File: src/rtl/key_pkg.sv
// Shared definitions for the multi-channel key debouncer: a ceiling-log2
// helper, the default board timing, and the cycle counts derived from it.
package key_pkg;

  // Smallest r such that 2**r >= value (0 for value <= 1).
  function automatic int clog2(input longint value);
    int     r;
    longint v;
    r = 0;
    v = value - 64'sd1;
    while (v > 64'sd0) begin
      r = r + 1;
      v = v >>> 1;
    end
    return r;
  endfunction

  // Board timing defaults.
  localparam int KEY_CLK_HZ      = 50000000;
  localparam int KEY_DEBOUNCE_MS = 10;
  localparam int KEY_LONG_MS     = 1000;

  // Derived cycle counts used as parameter defaults.
  localparam int KEY_STABLE_CYCLES = (KEY_CLK_HZ / 1000) * KEY_DEBOUNCE_MS;
  localparam int KEY_LONG_CYCLES   = (KEY_CLK_HZ / 1000) * KEY_LONG_MS;

  // Counter width large enough that neither count can reach 2**CNT_W.
  localparam int KEY_MAX_CYCLES = (KEY_STABLE_CYCLES > KEY_LONG_CYCLES) ?
                                  KEY_STABLE_CYCLES : KEY_LONG_CYCLES;
  localparam int KEY_CNT_W      = clog2(longint'(KEY_MAX_CYCLES) + 64'sd1);

endpackage

File: src/rtl/key_debounce_chan.sv
// One key channel: two-flop synchroniser, stability counter that accepts a
// new level only after STABLE_CYCLES consecutive differing samples, and a
// hold counter that emits a single long-press pulse per press.
module key_debounce_chan
  import key_pkg::*;
#(
  parameter int STABLE_CYCLES = KEY_STABLE_CYCLES,
  parameter int ACTIVE_LOW    = 1,
  parameter int LONG_CYCLES   = KEY_LONG_CYCLES,
  parameter int CNT_W         = KEY_CNT_W
) (
  input  logic clk,
  input  logic rst,
  input  logic key_in,
  output logic key_level,
  output logic key_press,
  output logic key_release,
  output logic key_long
);

  // Raw pin level when the key is not pressed; also the XOR mask that turns
  // the synchronised pin into a logical "pressed" bit.
  localparam logic INACTIVE_RAW = (ACTIVE_LOW != 0) ? 1'b1 : 1'b0;
  localparam logic [CNT_W-1:0] DCNT_LAST = CNT_W'(STABLE_CYCLES - 1);

  logic             sync1_r;
  logic             sync2_r;
  logic             logical_s;
  logic             accept_s;
  logic [CNT_W-1:0] dcnt_r;

  // Two-flop synchroniser, parked at the idle pin level in reset so that no
  // phantom press is counted right after reset.
  always_ff @(posedge clk) begin
    if (rst) begin
      sync1_r <= INACTIVE_RAW;
      sync2_r <= INACTIVE_RAW;
    end else begin
      sync1_r <= key_in;
      sync2_r <= sync1_r;
    end
  end

  // Polarity-independent view of the key and the "count completed" decision.
  always_comb begin
    logical_s = sync2_r ^ INACTIVE_RAW;
    if ((logical_s != key_level) && (dcnt_r == DCNT_LAST)) begin
      accept_s = 1'b1;
    end else begin
      accept_s = 1'b0;
    end
  end

  // Stability counter: any sample that agrees with the current level
  // restarts the count, so only an unbroken run changes key_level.
  always_ff @(posedge clk) begin
    if (rst) begin
      dcnt_r      <= {CNT_W{1'b0}};
      key_level   <= 1'b0;
      key_press   <= 1'b0;
      key_release <= 1'b0;
    end else if (logical_s == key_level) begin
      dcnt_r      <= {CNT_W{1'b0}};
      key_press   <= 1'b0;
      key_release <= 1'b0;
    end else if (accept_s) begin
      dcnt_r      <= {CNT_W{1'b0}};
      key_level   <= logical_s;
      key_press   <= logical_s;
      key_release <= ~logical_s;
    end else begin
      dcnt_r      <= dcnt_r + CNT_W'(1);
      key_press   <= 1'b0;
      key_release <= 1'b0;
    end
  end

  generate
    if (LONG_CYCLES > 0) begin : gen_long
      localparam logic [CNT_W-1:0] HCNT_LAST = CNT_W'(LONG_CYCLES - 1);
      localparam logic [CNT_W-1:0] HCNT_SAT  = CNT_W'(LONG_CYCLES);

      logic [CNT_W-1:0] hcnt_r;
      logic             falling_s;

      // A release decided this cycle must not also produce a long pulse.
      always_comb begin
        if (accept_s && !logical_s) begin
          falling_s = 1'b1;
        end else begin
          falling_s = 1'b0;
        end
      end

      // Hold counter: zero while released and in the press cycle, counts
      // while held, and parks at LONG_CYCLES after firing so it never repeats.
      always_ff @(posedge clk) begin
        if (rst) begin
          hcnt_r   <= {CNT_W{1'b0}};
          key_long <= 1'b0;
        end else if (!key_level || falling_s) begin
          hcnt_r   <= {CNT_W{1'b0}};
          key_long <= 1'b0;
        end else if (hcnt_r == HCNT_LAST) begin
          hcnt_r   <= HCNT_SAT;
          key_long <= 1'b1;
        end else if (hcnt_r == HCNT_SAT) begin
          hcnt_r   <= hcnt_r;
          key_long <= 1'b0;
        end else begin
          hcnt_r   <= hcnt_r + CNT_W'(1);
          key_long <= 1'b0;
        end
      end
    end else begin : gen_no_long
      // Long-press detection disabled.
      always_comb begin
        key_long = 1'b0;
      end
    end
  endgenerate

endmodule

File: src/rtl/key_debounce_multi.sv
// Multi-channel key debouncer: N_KEYS fully independent channels, each
// producing a clean level plus press, release and long-press pulses.
module key_debounce_multi
  import key_pkg::*;
#(
  parameter int N_KEYS        = 4,
  parameter int STABLE_CYCLES = KEY_STABLE_CYCLES,
  parameter int ACTIVE_LOW    = 1,
  parameter int LONG_CYCLES   = KEY_LONG_CYCLES,
  parameter int CNT_W         = KEY_CNT_W
) (
  input  logic              clk,
  input  logic              rst,
  input  logic [N_KEYS-1:0] key_in,
  output logic [N_KEYS-1:0] key_level,
  output logic [N_KEYS-1:0] key_press,
  output logic [N_KEYS-1:0] key_release,
  output logic [N_KEYS-1:0] key_long
);

  generate
    for (genvar i = 0; i < N_KEYS; i++) begin : gen_chan
      key_debounce_chan #(
        .STABLE_CYCLES (STABLE_CYCLES),
        .ACTIVE_LOW    (ACTIVE_LOW),
        .LONG_CYCLES   (LONG_CYCLES),
        .CNT_W         (CNT_W)
      ) u_chan (
        .clk         (clk),
        .rst         (rst),
        .key_in      (key_in[i]),
        .key_level   (key_level[i]),
        .key_press   (key_press[i]),
        .key_release (key_release[i]),
        .key_long    (key_long[i])
      );
    end
  endgenerate

endmodule
File: config.mk
export PLATFORM = sky130hd
export DESIGN_NAME = key_debounce_multi
export DESIGN_NICKNAME = d
export VERILOG_FILES = /design/src/rtl/key_pkg.sv /design/src/rtl/key_debounce_chan.sv /design/src/rtl/key_debounce_multi.sv
export SDC_FILE = /design/constraint.sdc
export NUM_CORES = 1
export LEC_CHECK = 0
export ABC_AREA = 1
export BUFFER_PORTS_ARGS = -buffer_cell sky130_fd_sc_hd__buf_4
export CAP_MARGIN = 20
export CELL_PAD_IN_SITES_DETAIL_PLACEMENT = 0
export CELL_PAD_IN_SITES_GLOBAL_PLACEMENT = 1
export CORE_MARGIN = 3
export CORE_UTILIZATION = 34
export DETAILED_ROUTE_END_ITERATION = 12
export PLACE_DENSITY = 0.69
export RECOVER_POWER = 50
export SYNTH_ARGS = -nofsm -noshare
export SYNTH_HDL_FRONTEND = slang
export SYNTH_HIERARCHICAL = 1
export SYNTH_SLANG_ARGS = --single-unit
File: constraint.sdc
create_clock -name clk -period 3.9 [get_ports clk]
set_clock_uncertainty 0.2 [all_clocks]
set_input_delay 1.17 -clock clk [delete_from_list [all_inputs] [get_ports clk]]
set_output_delay 1.17 -clock clk [all_outputs]
set_load 0.01 [all_outputs]
# Word-level counts from Yosys, hierarchy flattened
# Index checks and enable logic that the tools add are counted.
# W data, S select, Z words.
[totals]
ff_bits = 232
in_bits = 6
out_inout_bits = 16
[classes]
addsub = 8
n_eq_ne = 24
mux = 20
n_bitwise = 12
n_reduce_logical = 36
[ops]
columns = ["op", "n"]
rows = [
  ["$add A26 B1 Y26 const B", 8],
  ["$eq A26 B26 Y1 const B", 8],
  ["$mux W26", 8],
  ["$eq A26 B19 Y1 const B", 4],
  ["$reduce_or A3 Y1", 12],
  ["$mux W1", 12],
  ["$not A1 Y1", 12],
  ["$logic_and A1 B1 Y1", 8],
  ["$ne A2 B1 Y1 const B", 4],
  ["$reduce_and A2 Y1", 4],
  ["$reduce_or A2 Y1", 4],
  ["$eq A1 B1 Y1", 4],
  ["$logic_not A1 Y1", 4],
  ["$logic_or A1 B1 Y1", 4],
  ["$ne A1 B1 Y1", 4],
]

# Logic depth before layout (Yosys ltp)
# Gate-level depths: netlist of the first run.
[logic_depth]
depth_word = 8
ltp_mapped = 10

# Modules after synthesis
# The synthesis of the first run kept the hierarchy.
[modules_own_cells]
columns = ["module", "n_inst", "cells_each", "area_each_um2", "seq_area_each_um2"]
rows = [
  ["key_debounce_chan (gen_chan[0].u_chan ...)", 2, 495, 3178.0, 1161.1],
  ["key_debounce_chan (gen_chan[3].u_chan)", 1, 500, 3214.3, 1161.1],
  ["key_debounce_chan (gen_chan[1].u_chan)", 1, 493, 3163.0, 1161.1],
]

# Least setup slack after synthesis of the first run
# Ideal clock, no wire load.
[synth_timing]
path_kind = "in2reg"
start = "input port rst"
end = "register gen_chan[0].u_chan.gen_long.hcnt_r[0]"
setup_ns = 0.064
arrival_ns = 1.791
slack_ns = 1.846
stages = 4
path_cell_list = "nor2_1 > nand3_2 > buf_6 > nor2_1"
[synth_via]
elab_chain_len = 1
[synth_rtl]
columns = ["element", "line_no", "text"]
rows = [
  ["start, declared", "key_debounce_multi.sv:13", "input logic rst,"],
  ["$reduce_or A3 Y1 (no source line)", "--", ""],
  ["end signal, assigned", "key_debounce_chan.sv:99", "hcnt_r <= {CNT_W{1'b0}};"],
  ["end signal, assigned", "key_debounce_chan.sv:102", "hcnt_r <= {CNT_W{1'b0}};"],
  ["end signal, assigned", "key_debounce_chan.sv:108", "hcnt_r <= hcnt_r;"],
  ["end, declared", "key_debounce_chan.sv:83", "logic [CNT_W-1:0] hcnt_r;"],
]
# No other way between the ends.
# A chain may end at the register's enable or synchronous reset.

# Final worst setup path of the first run
[layout_timing]
start = "input port rst"
end = "register gen_chan[0].u_chan.dcnt_r[11]"
[layout_via]
elab_chain_len = 1
[layout_rtl]
columns = ["element", "line_no", "text"]
rows = [
  ["$reduce_or A3 Y1 (no source line)", "--", ""],
  ["end signal, assigned", "key_debounce_chan.sv:58", "dcnt_r <= {CNT_W{1'b0}};"],
  ["end signal, assigned", "key_debounce_chan.sv:63", "dcnt_r <= {CNT_W{1'b0}};"],
  ["end signal, assigned", "key_debounce_chan.sv:67", "dcnt_r <= {CNT_W{1'b0}};"],
  ["end, declared", "key_debounce_chan.sv:30", "logic [CNT_W-1:0] dcnt_r;"],
]
# No other way between the ends.

==> results of run 1 <==
## area by class of cell
type | count | area, sq um | area share
multi-input combinational | 1519 | 7044 | 0.4962
sequential | 232 | 4644 | 0.3272
clock buffer | 39 | 833.3 | 0.05870
inverter | 215 | 807.0 | 0.05685
tap | 468 | 585.6 | 0.04125
timing repair buffer | 21 | 153.9 | 0.01084
clock inverter | 12 | 127.6 | 0.008990
## power by group through the flow
stage          clock network (mW)  logic (mW)  registers [mW]
2_1_floorplan                   0      0.0213            2.43
3_3_place_gp                    0      0.0305            2.43
3_5_place_dp                    0      0.0303            2.43
4_1_cts                      2.81      0.0304            2.38
5_1_grt                      2.89      0.0316            2.38
6_report                     2.69      0.0280            2.38
## per-stage QoR
step / total power [mW] / cell area, sq um / util / setup slack, ns
after CTS: 5.220 / 14240 / 0.3870 / 1.281
after global routing: 5.298 / 14200 / 0.3859 / 0.8671
after global placement: 2.461 / 13280 / 0.3609 / 1.442
final: 5.100 / 14200 / 0.3859 / 1.068
after floorplan: 2.451 / 12730 / - / 1.846
after detailed placement: 2.461 / 13280 / 0.3609 / 1.382
## how the worst max path moves through the flow
| stage | from | endpoint | slack [ns] | depth (start not counted) |
|---|---|---|---|---|
| floorplan | rst | gen_chan[0].u_chan/gen_long.hcnt_r[0] | 1.85 | 4 |
| global placement | rst | gen_chan[0].u_chan/gen_long.hcnt_r[0] | 1.44 | 4 |
| detailed placement | rst | gen_chan[0].u_chan/gen_long.hcnt_r[1] | 1.38 | 4 |
| CTS | gen_chan[1].u_chan/key_level | key_level[1] | 1.28 | 1 |
| global route | rst | gen_chan[0].u_chan/dcnt_r[15] | 0.87 | 4 |
| finish | rst | gen_chan[0].u_chan/dcnt_r[11] | 1.07 | 4 |
## metal layers
metal / track usage / part of all wire
met1: 0.2155 / 0.51
met5: 0 / 0
met2: 0.2602 / 0.45
met4: 0.03360 / 0.020
met3: 0.02495 / 0.026
## worst register-to-register path, delay by kind of cell, from the launching register on
family | cells | cell delay [ns]
simple gates | 6 | 1.31
flops | 1 | 0.35
fa+ha+maj | 1 | 0.21
buf+inv | 1 | 0.15
## registers in the layout (all words and copies together) (netlist names)
name,flops
gen_chan.u_chan/gen_long.hcnt_r,104
gen_chan.u_chan/key_long,4
gen_chan.u_chan/key_release,4
gen_chan.u_chan/sync2_r,4
gen_chan.u_chan/dcnt_r,104
gen_chan.u_chan/key_level,4
gen_chan.u_chan/sync1_r,4
gen_chan.u_chan/key_press,4
## logic make-up after synthesis
kind of cell | count (synthesis) | share of synthesized area
AND/OR/NAND/NOR | 1338 | 0.4502
adder cells (fa/ha/maj) | 12 | 0.01179
flip-flops | 232 | 0.3647
AO/OA/AOI/OAI | 82 | 0.03429
buffers and inverters | 232 | 0.07910
XOR/XNOR | 87 | 0.05984
## synth_stat cells, types with 7 or more instances
| cell type | instances |
|---|---|
| nand3_1 | 95 |
| nand2_2 | 14 |
| nand2_4 | 7 |
| a21oi_1 | 62 |
| nor2_1 | 505 |
| dfxtp_1 | 232 |
| nand3_2 | 13 |
| nor3_1 | 24 |
| or2_2 | 13 |
| xor2_1 | 51 |
| nand3b_1 | 29 |
| xnor2_1 | 36 |
| ha_1 | 12 |
| buf_6 | 12 |
| o21ai_0 | 9 |
| nand2_1 | 572 |
| inv_1 | 209 |
| nor2_4 | 13 |
| nor2_2 | 14 |
| nand4_1 | 27 |
==> run summary, run 1 <==
After synthesis the cells add up to 12,730 sq um. Leaving out fill and tap cells, the most frequent cell in the layout is nand2_1. In this run the standard cell core region covers 36,790 sq um. Setup repair after global routing left no endpoint under its margin. IR analysis of the VDD net gives a maximum drop of 0.0002887 V. The fmax is 353.1 MHz.

The largest fanout on the critical path is 26. Across every metal layer, demand over resource in global routing totals 0.1566. In this run the worst hold path is classified as flip-flop to flip-flop. The async set or reset register ratio after synthesis came out at 0. The count of final max-slew check failures came out at 0. In this run the most critical hold path is launched from gen_chan[2].u_chan/sync1_r. TritonCTS built the clock tree. The total vias in the final route is 11,390. The internal power component came out at 4.007 mW.

The setup violation total in the final timing report came out at 0. The total DRC errors in the routed layout came out at 0. For the worst flop-to-flop path, the logic depth is 8. In this run, post-CTS repair resized a total of 0 instances.

Of the total power, the share spent switching nets is 0.2144. The H-tree depth reported by CTS came out at 1. The worst setup path is launched from a primary input. The number of placed instances, taps included came out at 2,455.

The number of sinks driven by the clock tree came out at 232. The buffer depth of the longest clock path came out at 3. The endpoint identified for the worst register-to-register timing path is gen_chan[0].u_chan/dcnt_r[11]. The cell that appears most often on the critical path is nor2_1. The aggregate global routing overflow came out at 0.

The number of inserted diodes is 0. The smallest hold slack is 0.2095 ns. The worst hold path terminates at gen_chan[2].u_chan/sync2_r. The portion of total power attributed to sequential cells is 0.466. The net count of the mapped netlist is 2,001.

Excluding fillers, the count of instances in the completed layout stands at 2,506. The slowest cell on the critical path is clkbuf_1. For this run, the leading register cell type out of synthesis is dfxtp_1.

The synthesis-stage register bit count came out at 232. The cell taking the most area after synthesis is dfxtp_1. The data arrival at the endpoint of the critical path came out at 3.05 ns. The number of DRC violations after detailed-routing iteration 0 came out at 617. The pin count of the biggest net entering global routing came out at 27. The post-CTS clock slew at the launch and capture registers of the worst setup and hold paths came out at 0.06 ns.

The mean cell area of the mapped netlist is 6.421 sq um. In this run the clock root is driven by a clkbuf_16. The final hold violation count was 0.

In the layout the commonest cells are 577 x nand2_1, 505 x nor2_1, 232 x dfxtp_1. Grouping stages by cell kind, the critical path spends the most delay in simple AND/OR/NAND/NOR gates. The clock reaches the later pin of the worst-skew pair after 0.57 ns. The horizontal die dimension came out at 199.5 um. Measured along the y axis, the die boundary spans 199.5 um.

The total of max-cap violations is 0. In this run the critical register-to-register path is launched from gen_chan[0].u_chan/dcnt_r[0]. Of the synthesized area, sequential elements account for 0.3647.

The highest cell delay on the worst timing path is 0.88 ns. The count of buffers inserted at the top-level ports is 21. The worst-case headroom to the max-slew limit came out at 0.1791.

For the worst setup path, the data required time is 4.11 ns. The count of different cell masters after synthesis is 33. At the pin with the least slew margin, the transition time is 1.231 ns.

Dividing the final minimum period by the clock period gives 0.7262. The number of iterations in the first detailed-routing pass came out at 5. The run finished with clean final reports. The total leakage power is 4.597 nW.

The first global-routing pass estimated 52,010 um of wire. The routed wire length came out at 30,910 um. The clock period minus final worst setup slack is 2.832 ns. The routed wirelength normalized by instance count is 12.33 um.

The number of fillers in the final layout came out at 4,014. The Yosys warning count came out at 6. 22 I/O pins were placed. For the final routed database, the setup TNS stands at 0 ns. In this run the core area contains 70 standard-cell rows.

The critical setup path kind is primary input to flip-flop. The gate count of the mapped netlist is 1,983. STA classifies the critical path endpoint as a flip-flop.

The number of setup buffers added after CTS is 0. The number of antenna violations at the first check in global routing is 0. By area the synthesized netlist is led by dfxtp_1 36%, nand2_1 17%, nor2_1 15%, inv_1 6.2%, nand3_1 3.7%.

The critical path goes through clkbuf_1 > nor2_1 > nand2_1 > nor2_1. The number of global-route vias before repair came out at 10,720. The global placement routability congestion is 0.8265. In this run the power density over the cells is 359.3 nW/um^2. Of the total power, combinational logic draws 0.005.

The register-to-register path setup slack came out at 1.55 ns. The number of hold buffers added after CTS was 0. The overall die area is 39,810 sq um.

Counting the buffers created by CTS gives 29. The remaining number of nets flagged by the antenna check after routing is 0. For this design the total switching power over the nets is 1.094 mW.

The area overhead of the layout relative to synthesis is 11.49%. The number of buffers and inverters on the critical path is 1. After detailed routing, the number of vias per cell comes to 4.543. The clock network fraction of design power is 0.528. The layout cell share with drive strength beyond 1 is 0.07311. After the last flow step, the layout net total stands at 2,036. The post-detailed-placement half-perimeter wirelength came out at 23,140 um. The proportion of netlist area held by the largest area contributor is 0.3647. The initial utilization of the core area, before any placement, comes to 0.3462.

The number of cells on the worst hold path is 1. The number of synthesized flops with an enable pin is 0.
No activity file was read; power rests on OpenSTA's default activity.
==> run 2: changes to the inputs <==
==> constraint.sdc (replaced) <==
create_clock -name clk -period 2.7 [get_ports clk]
set_clock_uncertainty 0.2 [all_clocks]
set_input_delay 0.81 -clock clk [delete_from_list [all_inputs] [get_ports clk]]
set_output_delay 0.81 -clock clk [all_outputs]
set_load 0.01 [all_outputs]
==> run 2 against run 1 <==
Against the previous run: register-to-register slack worse by 1.1 ns; clock-buffer cell count up 1; sequential share of layout area about the same; sequential cell count unchanged; final cell count up 0.12%; power up 47%; global-route usage up 0.075 points; critical endpoint is now gen_chan[0].u_chan/gen_long.hcnt_r[9]; largest cell class unchanged.
==> run summary, run 2 (synthesized netlist as in run 1, its figures left out) <==
The final net count was 2,036 (unchanged). The buffer depth of the longest clock path came out at 3 (unchanged). The total setup buffers inserted after CTS came out at 0 (unchanged). The post-detailed-placement half-perimeter wirelength came to 23,170 um (+0.15%). The run finished with clean final reports. The total of max-cap violations is 0 (unchanged). The share of the core filled with cells in the final layout came to 0.3859 (about the same). The number of iterations in the first detailed-routing pass came out at 5 (unchanged). The power per unit of standard cell area came out at 527.5 nW/um^2 (+47%). The total vias in the final route is 11,340 (-0.40%). The setup violation total in the final timing report is 0 (unchanged). The number of DRC violations after detailed-routing iteration 0 is 631 (+2.3%).

The data arrival at the endpoint of the critical path is 2.48 ns (-0.57 ns). The count of buffers inserted at the top-level ports came to 21 (unchanged). The pin count of the biggest net entering global routing is 27 (unchanged). Leaving out fill and tap cells, the most frequent cell in the layout is nand2_1. The post-placement worst setup slack is 0.5505 ns (-0.8320 ns).

The row count was 70 (unchanged). The root buffer cell chosen for the clock tree is clkbuf_16. The total of cells resized after clock tree synthesis is 0 (unchanged). The cell that appears most often on the critical path is nor2_1.

STA classifies the critical path endpoint as a flip-flop. The highest cell delay on the worst timing path is 0.85 ns (-0.03 ns). The worst path setup slack after routing is 0.4429 ns (-0.6248 ns). The number of placed instances, taps included is 2,455 (unchanged). The slew at the pin with the worst max-slew slack is 1.186 ns (-0.04512 ns). The remaining number of nets flagged by the antenna check after routing is 0 (unchanged).

The total leakage power is 4.565 nW (-0.69%). The y dimension of the die is 199.5 um (unchanged). The critical setup path kind is primary input to flip-flop. The final cycle utilization of the critical path is 0.8360.

Traced cell by cell, the critical path runs through clkbuf_1 > nor2_1 > nand3_1 > nor2_1. The global placement routability congestion came to 0.8240 (-0.30%). The detailed-routed wire length on met2 is 13,790 um (-0.33%). The clock latency of the later-clocked register in the worst-skew pair is 0.56 ns (about the same). The instance area at placement is 13,280 sq um (unchanged). The number of global-route vias before repair was 10,820 (+0.94%). The detailed-route wire length on metal 1 is 15,670 um (about the same).

STA classifies the critical path startpoint as a primary input. The number of fillers in the final layout is 4,011 (-0.075%). The routed wirelength normalized by instance count came out at 12.34 um (about the same). The cell area after layout is 14,190 sq um (about the same). The starting density of the core is 0.3462 (unchanged). The number of inserted diodes came out at 0 (unchanged).

The fmax came out at 443.0 MHz. The number of antenna violations at the first check in global routing is 0 (unchanged). On the critical path, the stage with the largest delay is an instance of clkbuf_1. Routed signal wires occupy layers up through met4. The post-CTS clock slew at the launch and capture registers of the worst setup and hold paths is 0.06 ns (about the same).

The area of the core came out at 36,790 sq um (unchanged). The number of buffers added to fix hold violations after cts is 0 (unchanged). The H-tree depth reported by CTS came out at 1 (unchanged). The clock tree from TritonCTS is done.

The largest fanout on the critical path came to 21 (-19%). The horizontal die dimension came to 199.5 um (unchanged). The overall die area came out at 39,810 sq um (unchanged). The clock period minus final worst setup slack came out at 2.257 ns. The largest vdd supply drop came to 0.0004356 V (+51%).

The count of final max-slew check failures came out at 0 (unchanged). The routed wire length came out at 30,970 um (+0.20%). The kind of cell with the highest combined delay along the critical path is buffers and inverters. The final cell count without fillers is 2,509 (+0.12%). The number of buffers created by CTS came out at 29 (unchanged).

Setup repair after global routing left no endpoint under its margin. The routed length on met3 came out at 822 um (+1.5%). The area overhead of the layout relative to synthesis is 11.48% (about the same).

The number of buffers and inverters on the critical path was 1 (unchanged). The required time of the worst setup path came out at 2.92 ns (-1.19 ns). In the final layout, the registers with the most flip-flops are gen_chan.u_chan/dcnt_r x104, gen_chan.u_chan/gen_long.hcnt_r x104.

The aggregate global-route resource usage is 0.1574 (+0.0007522). The worst-case headroom to the max-slew limit is 0.2091 (+0.03008). The min-delay analysis places its worst path in the category flip-flop to flip-flop. The aggregate global routing overflow came out at 0 (unchanged).

The wire length of the first global-routing pass is 52,350 um (+0.66%). The average via count per standard cell came to 4.520 (-0.51%). The final total negative setup slack is 0 ns (unchanged). The number of sinks driven by the clock tree came out at 232 (unchanged). The layout cell share with drive strength beyond 1 came out at 0.06761 (-0.005497).

The library cells used most frequently in the layout, excluding fill and tap cells, are 574 x nand2_1, 505 x nor2_1, 232 x dfxtp_1. The total DRC errors in the routed layout came out at 0 (unchanged). The number of primary I/O pins is 22 (unchanged). The final hold violation count is 0 (unchanged).
run 2: cell types whose count changed in the layout (fill, tap and decap cells not counted), sizes merged:
cell,change
clkbuf,+12
clkinvlp,+2
bufinv,+1
clkinv,-1
buf,-11
run 2: final cells by class:
type,instances,area [sq um],area share
Timing Repair Buffer,21,112.6,0.007933
Tap cell,468,585.6,0.04125
Multi-Input combinational cell,1519,7052,0.4968
Sequential cell,232,4644,0.3272
Inverter,215,807.0,0.05685
Clock inverter,14,156.4,0.01102
Clock buffer,40,837.1,0.05897
run 2: path summary, 6_finish.rpt:
path / endpoint / startpoint / cells after the start / slack (ns)
hold / removal: gen_chan[0].u_chan/sync2_r / gen_chan[0].u_chan/sync1_r / 1 / 0.21
hold reg to reg: gen_chan[0].u_chan/sync2_r / gen_chan[0].u_chan/sync1_r / 1 / 0.21
setup reg to reg: gen_chan[0].u_chan/gen_long.hcnt_r[7] / gen_chan[0].u_chan/dcnt_r[0] / 10 / 0.49
setup / recovery: gen_chan[0].u_chan/gen_long.hcnt_r[9] / rst / 4 / 0.44
run 2: power by group:
group	internal, mW	leakage [nW]	switching (mW)
clock network	2.44	0.487	1.57
registers	3.43	1.87	0.00483
logic	0.0122	2.21	0.0284
total	5.89	4.56	1.60
run 2: routing by layer:
metal	global-route usage	up-vias
met5	0	-
met4	0.03515	0
met3	0.02226	43
met2	0.2628	121
met1	0.2165	5004
li1	-	6173
run 2: stage by stage:
stage               hold WS [ns]  power, mW
CTS                       0.2098      7.650
detailed placement        0.1935      3.555
floorplan                 0.1895      3.540
global placement          0.1971      3.555
finish                    0.2093      7.487
global route              0.2237      7.779
